**src/rtl/psd_result_reader.sv**
```systemverilog
// PSD averaged-result reader: snapshots the four X/Y results on each averaging pulse
// and serves them to the ARM as a 13-word, 16-bit read stream, double-buffered against tearing.
module psd_chan_buf #(
  parameter int DATA_W = 36
) (
  input  logic              i_clk_1M,
  input  logic              i_rst_n,
  input  logic [DATA_W-1:0] din,
  input  logic              ld_in,
  input  logic              ld_sh,
  input  logic              wr_sh,
  output logic [DATA_W-1:0] snap
);
  logic [DATA_W-1:0] shadow;

  always_ff @(posedge i_clk_1M or negedge i_rst_n) begin
    if (!i_rst_n) begin
      snap   <= '0;
      shadow <= '0;
    end else begin
      if (ld_in)      snap <= din;
      else if (ld_sh) snap <= shadow;
      if (wr_sh) shadow <= din;
    end
  end
endmodule

module psd_result_reader #(
  parameter int DATA_W = 36,
  parameter int BUS_W  = 16,
  parameter int SEQ_W  = 8
) (
  input  logic              i_clk_1M,
  input  logic              i_rst_n,
  input  logic              i_aver_flag,
  input  logic [DATA_W-1:0] i_A_X,
  input  logic [DATA_W-1:0] i_A_Y,
  input  logic [DATA_W-1:0] i_B_X,
  input  logic [DATA_W-1:0] i_B_Y,
  input  logic              i_rd_req,
  input  logic              i_rd_restart,
  input  logic              i_clr_ovr,
  output logic [BUS_W-1:0]  o_rd_data,
  output logic              o_rd_valid,
  output logic              o_rd_err,
  output logic              o_frame_ready,
  output logic              o_irq,
  output logic              o_overrun
);
  localparam int NCH   = 4;
  localparam int NWORD = 1 + 3 * NCH;

  typedef enum logic [1:0] {IDLE, READY, READING} state_t;

  state_t                        state, state_nxt;
  logic [NCH-1:0][DATA_W-1:0]    din, snap;
  logic [NWORD-1:0][BUS_W-1:0]   words;
  logic [3:0]                    idx, idx_eff;
  logic [SEQ_W-1:0]              seq;
  logic [7:0]                    status;
  logic                          pend, pend_nxt, ovr_nxt;
  logic                          serve, last, ld_in, ld_sh, wr_sh, ovr_set, irq_set;

  assign din = {i_B_Y, i_B_X, i_A_Y, i_A_X};

  for (genvar ch = 0; ch < NCH; ch++) begin : g_ch
    logic [47:0] ext;
    psd_chan_buf #(.DATA_W(DATA_W)) u_buf (
      .i_clk_1M (i_clk_1M),
      .i_rst_n  (i_rst_n),
      .din      (din[ch]),
      .ld_in    (ld_in),
      .ld_sh    (ld_sh),
      .wr_sh    (wr_sh),
      .snap     (snap[ch])
    );
    assign ext             = 48'($signed(snap[ch]));
    assign words[1 + 3*ch] = snap[ch][15:0];
    assign words[2 + 3*ch] = snap[ch][31:16];
    assign words[3 + 3*ch] = ext[47:32];
  end
  assign words[0] = {seq, status};

  // Restart only rewinds an in-progress read; in other states idx is already 0.
  assign idx_eff = (state == READING && i_rd_restart) ? 4'd0 : idx;
  assign serve   = i_rd_req && (state != IDLE);
  assign last    = serve && (idx_eff == 4'(NWORD - 1));
  assign ovr_nxt = ovr_set ? 1'b1 : (i_clr_ovr ? 1'b0 : o_overrun);

  always_comb begin
    state_nxt = state;
    pend_nxt  = pend;
    ld_in     = 1'b0;
    ld_sh     = 1'b0;
    wr_sh     = 1'b0;
    ovr_set   = 1'b0;
    irq_set   = 1'b0;
    case (state)
      IDLE: if (i_aver_flag) begin
        ld_in     = 1'b1;
        irq_set   = 1'b1;
        state_nxt = READY;
      end
      READY: begin
        if (i_rd_req) begin
          // Read starts this cycle; a coincident frame must not tear it.
          state_nxt = READING;
          if (i_aver_flag) begin
            wr_sh    = 1'b1;
            pend_nxt = 1'b1;
          end
        end else if (i_aver_flag) begin
          ld_in   = 1'b1;
          ovr_set = 1'b1;
          irq_set = 1'b1;
        end
      end
      READING: begin
        if (last) begin
          pend_nxt = 1'b0;
          if (i_aver_flag) begin
            ld_in     = 1'b1;
            ovr_set   = pend;
            irq_set   = 1'b1;
            state_nxt = READY;
          end else if (pend) begin
            ld_sh     = 1'b1;
            irq_set   = 1'b1;
            state_nxt = READY;
          end else begin
            state_nxt = IDLE;
          end
        end else if (i_aver_flag) begin
          wr_sh    = 1'b1;
          pend_nxt = 1'b1;
          ovr_set  = pend;
        end
      end
      default: state_nxt = IDLE;
    endcase
  end

  always_ff @(posedge i_clk_1M or negedge i_rst_n) begin
    if (!i_rst_n) begin
      state         <= IDLE;
      idx           <= '0;
      pend          <= 1'b0;
      seq           <= '0;
      status        <= '0;
      o_rd_data     <= '0;
      o_rd_valid    <= 1'b0;
      o_rd_err      <= 1'b0;
      o_frame_ready <= 1'b0;
      o_irq         <= 1'b0;
      o_overrun     <= 1'b0;
    end else begin
      state         <= state_nxt;
      pend          <= pend_nxt;
      o_rd_valid    <= serve;
      o_rd_err      <= i_rd_req && (state == IDLE);
      o_irq         <= irq_set;
      o_overrun     <= ovr_nxt;
      o_frame_ready <= (state_nxt != IDLE);
      if (serve) begin
        o_rd_data <= words[idx_eff];
        idx       <= last ? 4'd0 : 4'(idx_eff + 4'd1);
      end else begin
        idx <= idx_eff;
      end
      if (ld_in || ld_sh) begin
        seq    <= seq + 1'b1;
        status <= {ovr_nxt, pend, 6'b0};
      end
    end
  end
endmodule

```
**config.mk**
```make
export PLATFORM = sky130hd
export DESIGN_NAME = psd_result_reader
export DESIGN_NICKNAME = d
export VERILOG_FILES = /design/src/rtl/psd_result_reader.sv
export SDC_FILE = /design/constraint.sdc
export NUM_CORES = 1
export LEC_CHECK = 0
export CAP_MARGIN = 40
export CORE_MARGIN = 1.5
export CORE_UTILIZATION = 58
export CTS_CLUSTER_SIZE = 30
export DETAILED_ROUTE_END_ITERATION = 16
export PLACE_DENSITY = 0.93
export SLEW_MARGIN = 40
export SYNTH_ARGS = -nofsm -noshare
export SYNTH_HDL_FRONTEND = slang
export SYNTH_SLANG_ARGS = --single-unit
```
**constraint.sdc**
```tcl
create_clock -name i_clk_1M -period 7.16 [get_ports i_clk_1M]
set_clock_uncertainty 0.1 [all_clocks]
set_input_delay 1.79 -clock i_clk_1M [delete_from_list [all_inputs] [get_ports i_clk_1M]]
set_output_delay 1.79 -clock i_clk_1M [all_outputs]
set_load 0.05 [all_outputs]
```
==> results.md <==
- Combinational cells account for about two fifths of the total power.
- The clock-pin slew on the worst setup and hold paths is 60 ps.
- The number of warnings issued by yosys is 0.
- The max-capacitance violation count is 0.
- The flow ran to the end, and the final reports show no timing, DRC or antenna violations.
- The layout overhead on the synthesized area is 19.3%.
- For this design, the CTS-stage hold fixing added 0 buffers.
- The internal power of the cells totals 5000 uW.
- By startpoint and endpoint, the worst setup path is classified as in2reg.
- The repair_antennas step left the layout with diodes totalling 0.
- In this run the core area contains 58 standard-cell rows.
- The final period demand of the worst path is between 4000 and 5000 ps.
- The proportion of power drawn by flip-flops and latches is between 40% and 50%.
- Setup repair after global routing left no endpoint under its margin.
- The startpoint of the worst setup timing path is i_rd_restart.
- The cell at the root of the clock tree is clkbuf_16.
- The via count is around 12000.
- After technology mapping, the gate count stands at approximately 1400.
- The critical path contains buffers and inverters numbering 3 combined.
- The library cell with the largest summed area after synthesis is dfrtp_1.
- The number of synthesized flops with an enable pin is 0.
- Along the worst hold path, the cell count comes to 1.
- Setup violations remaining at the end of the flow were counted as 0.
- The total area inside the core boundary comes to 25000 sq um.
- A synthesized cell averages around 11 sq um.
- The sequential cell area fraction in the yosys report is between 50% and 60%.
- The critical path goes through clkdlybuf4s50_1 > buf_4 > nand2_2 > nand2_1 > ha_1 > and4b_1 > a211o_1 > nand2b_4 > buf_12 > o22ai_1 > nor2_1.
- Net switching is a little under two fifths of the power.
- In this run the static leakage power is 0.00735 uW.
- Per report_power, the clock group accounts for about a fifth of the total.
- In this run the remaining antenna-violating nets after routing total 0.
- Global routing finished with a remaining overflow of 0.
- For the worst flop-to-flop path, the logic depth is 11.
- The DRC violation count after routing is 0.
- The max-slew violation count came to 0.
- In this run the register-to-register setup slack is between 3000 and 4000 ps.
- Sorting the synthesized cells by area gives the leading types as dfrtp_1 (55%), mux2_2 (9.3%), nor2_1 (8.6%).
- Of the available clock period, the critical path in the final layout requires around 67%.
- STA classifies the critical path endpoint as a register.
- The wire length of the first global-routing pass is 63.6 mm.
- The commonest cells after synthesis are nor2_1 (338), dfrtp_1 (326), o22ai_1 (138), mux2_2 (122), a21oi_1 (95).
- At the worst endpoint, the required time is about 7500 ps.
- The CTS tree is yes.
- Of all nets on the critical path, the largest fanout is 91.
- The die covers between 20000 and 30000 sq um.
- From left edge to right edge, the die measures 162 um.
- The initial core utilization is between 50% and 60%.
- The post-route netlist has a little over an eighth of its cells at a drive strength greater than 1.
- The count of instances resized after the clock tree is built is 0.
- The area share of the largest cell type after synthesis is 55.3%.
- Counting the buffers created by CTS gives 31.
- The start of the worst register-to-register path is state[0].
- The post-layout worst setup margin is approximately 2300 ps.
- The initial antenna violation count came to 0.
- The slew at the pin closest to its max-slew limit is about 840 ps.
- The later-pin clock latency in the skew report is roughly 560 ps.
- The startpoint kind of the worst setup timing path is a primary input.
- The violation count after the first detailed-routing iteration is 1259.
- The startpoint of the tightest hold check path is g_ch[2].u_buf.shadow[28].
- The capture instance of the worst register-to-register path is g_ch[0].u_buf.snap[4].
- In this run the deepest clock path goes through 3 buffers.
- In the final design database the tool counted between 1500 and 2000 nets.
- The die height is between 150 and 200 um.
- Yosys mapped the design onto between 50 and 60 distinct sky130hd cell types.
- The normalized max-slew margin is about 44%.
- The number of input and output port buffers inserted is 170.
- The final wirelength is 40.2 mm.
- In this run the count of I/O pins placed on the die edge is around 170.
- The first detailed-routing pass ran for 7 iterations.
- Setup total negative slack on the finished layout was measured at 0 ps.
- After detailed routing, the number of vias per cell comes to 6.34.
- The dominant register cell in the synthesized netlist is dfrtp_1.
- The data arrival time of the worst path is approximately 5200 ps.
- The longest individual stage delay on the worst path is about 590 ps.
- The number of nets handed over by synthesis was approximately 1500.
- The number of endpoints with negative hold slack in the final report is 0.
- The critical-path cell with the highest stage delay is nand2b_4.
- The net switching power is 3110 uW.
- Entering global routing, the biggest net connects 159 pins.
- The most instantiated library cell after synthesis is nor2_1.
- The number of H-tree levels is 1.
- Based on the critical path, the design can be clocked at up to slightly above 0.2 GHz.
- The clock sink total is approximately 330.
- The weighted congestion at the end of routability-driven global placement is between 0.9 and 1.
- In the synthesized netlist the async set-or-reset flop fraction comes to 100%.
- The half-perimeter wire length of the detailed placement result is around 26 mm.
- The flip-flop and latch count after synthesis is between 300 and 400.
- The power per unit of standard cell area is approximately 460 nW/um^2.
- The kind of cell adding the most delay to the critical path is simple AND/OR/NAND/NOR gates.
- The worst hold path class is reg2reg.
- Before CTS, the worst setup slack after placement is ~1900 ps.
- The destination of the worst hold path is g_ch[2].u_buf.shadow[28].
- The number of post-CTS setup repair buffers is 0.
- The worst supply voltage drop on vdd is between 0.0002 and 0.00025 V.
- The number of global-route vias before repair is 11900.
- The mapped netlist covers ~15000 sq um.
- Across every metal layer, demand over resource in global routing totals 30.6%.
- After detailed routing, the average wire length per cell comes to between 20 and 25 um.
-- per-stage QoR --
| stage | power [uW] | util, % | instance area, sq um | hold WS [ps] | std cells |
|---|---|---|---|---|---|
| floorplan | 5400 | - | 14800 | 357 | 1392 |
| detailed placement | 6390 | 66.0 | 16500 | 376 | 1801 |
| CTS | 8070 | 70.0 | 17500 | 391 | 1855 |
| finish | 8110 | 70.3 | 17600 | 387 | 1858 |
| global route | 8530 | 70.3 | 17600 | 407 | 1858 |
| global placement | 6180 | 65.9 | 16500 | 368 | 1801 |
-- state kept, by name, summed over array words and instances, names as in the netlist, 2 cells and up --
name,cells
state,2
o_rd_data,16
idx,4
g_ch.u_buf.snap,144
status,2
seq,8
g_ch.u_buf.shadow,144
-- cells in the final DEF (no fill, tap or decap), types with 4 or more instances in the layout --
cell / count
a211oi_1: 17
a21o_1: 11
a21oi_1: 93
and2_1: 5
buf_12: 6
buf_4: 7
clkbuf_1: 6
clkbuf_16: 31
clkbuf_8: 8
clkdlybuf4s50_1: 169
clkinv_2: 5
dfrtp_1: 325
ha_1: 7
inv_1: 9
mux2_1: 24
mux2_2: 122
mux2i_1: 28
nand2_1: 16
nand2b_1: 6
nand3_1: 4
nand4_1: 4
nor2_1: 338
nor2b_1: 14
o211ai_1: 8
o21a_1: 10
o21ai_0: 32
o221ai_1: 10
o22ai_1: 138
o311a_1: 10
or2_2: 4
xnor2_1: 6
-- worst max path at each step --
stage	end	slack, ps	cells after the start
floorplan	g_ch[0].u_buf.shadow[16]	3150	11
detailed placement	g_ch[0].u_buf.snap[4]	1870	11
CTS	g_ch[0].u_buf.snap[4]	2430	11
finish	g_ch[0].u_buf.snap[4]	2340	11
global route	g_ch[0].u_buf.snap[4]	2180	11
global placement	g_ch[1].u_buf.snap[35]	2000	11
-- per-layer routing --
layer,GRT usage (%),vias up,wire length (um)
met5,0,-,0
met4,14.2,0,2180
met1,39.3,5844,15300
met3,5.45,162,3160
li1,-,5186,-
met2,50.9,593,19500
-- logic make-up after synthesis --
family	synth area share, %
buffers and inverters	4.05
AO/OA/AOI/OAI	15.4
adder cells (fa/ha/maj)	0.594
flip-flops	55.3
multiplexers	13.0
XOR/XNOR	0.416
AND/OR/NAND/NOR	11.2
-- power by group through the flow --
stage	clock network (uW)	registers [uW]	logic, uW
final	1630	3400	3090
after global placement	0	3310	2870
after global routing	1710	3480	3340
after floorplan	0	3320	2080
after CTS	1640	3370	3050
after detailed placement	0	3380	3010
-- layout make-up --
type	count	area, sq um
inverters	10	37.5
well taps	330	413
clock inverters	9	103
clock buffers	45	908
fillers	1622	7430
flip-flops and latches	326	8160
repair buffers	186	1950
multi-input cells	952	6040
No activity file was read; power rests on OpenSTA's default activity.
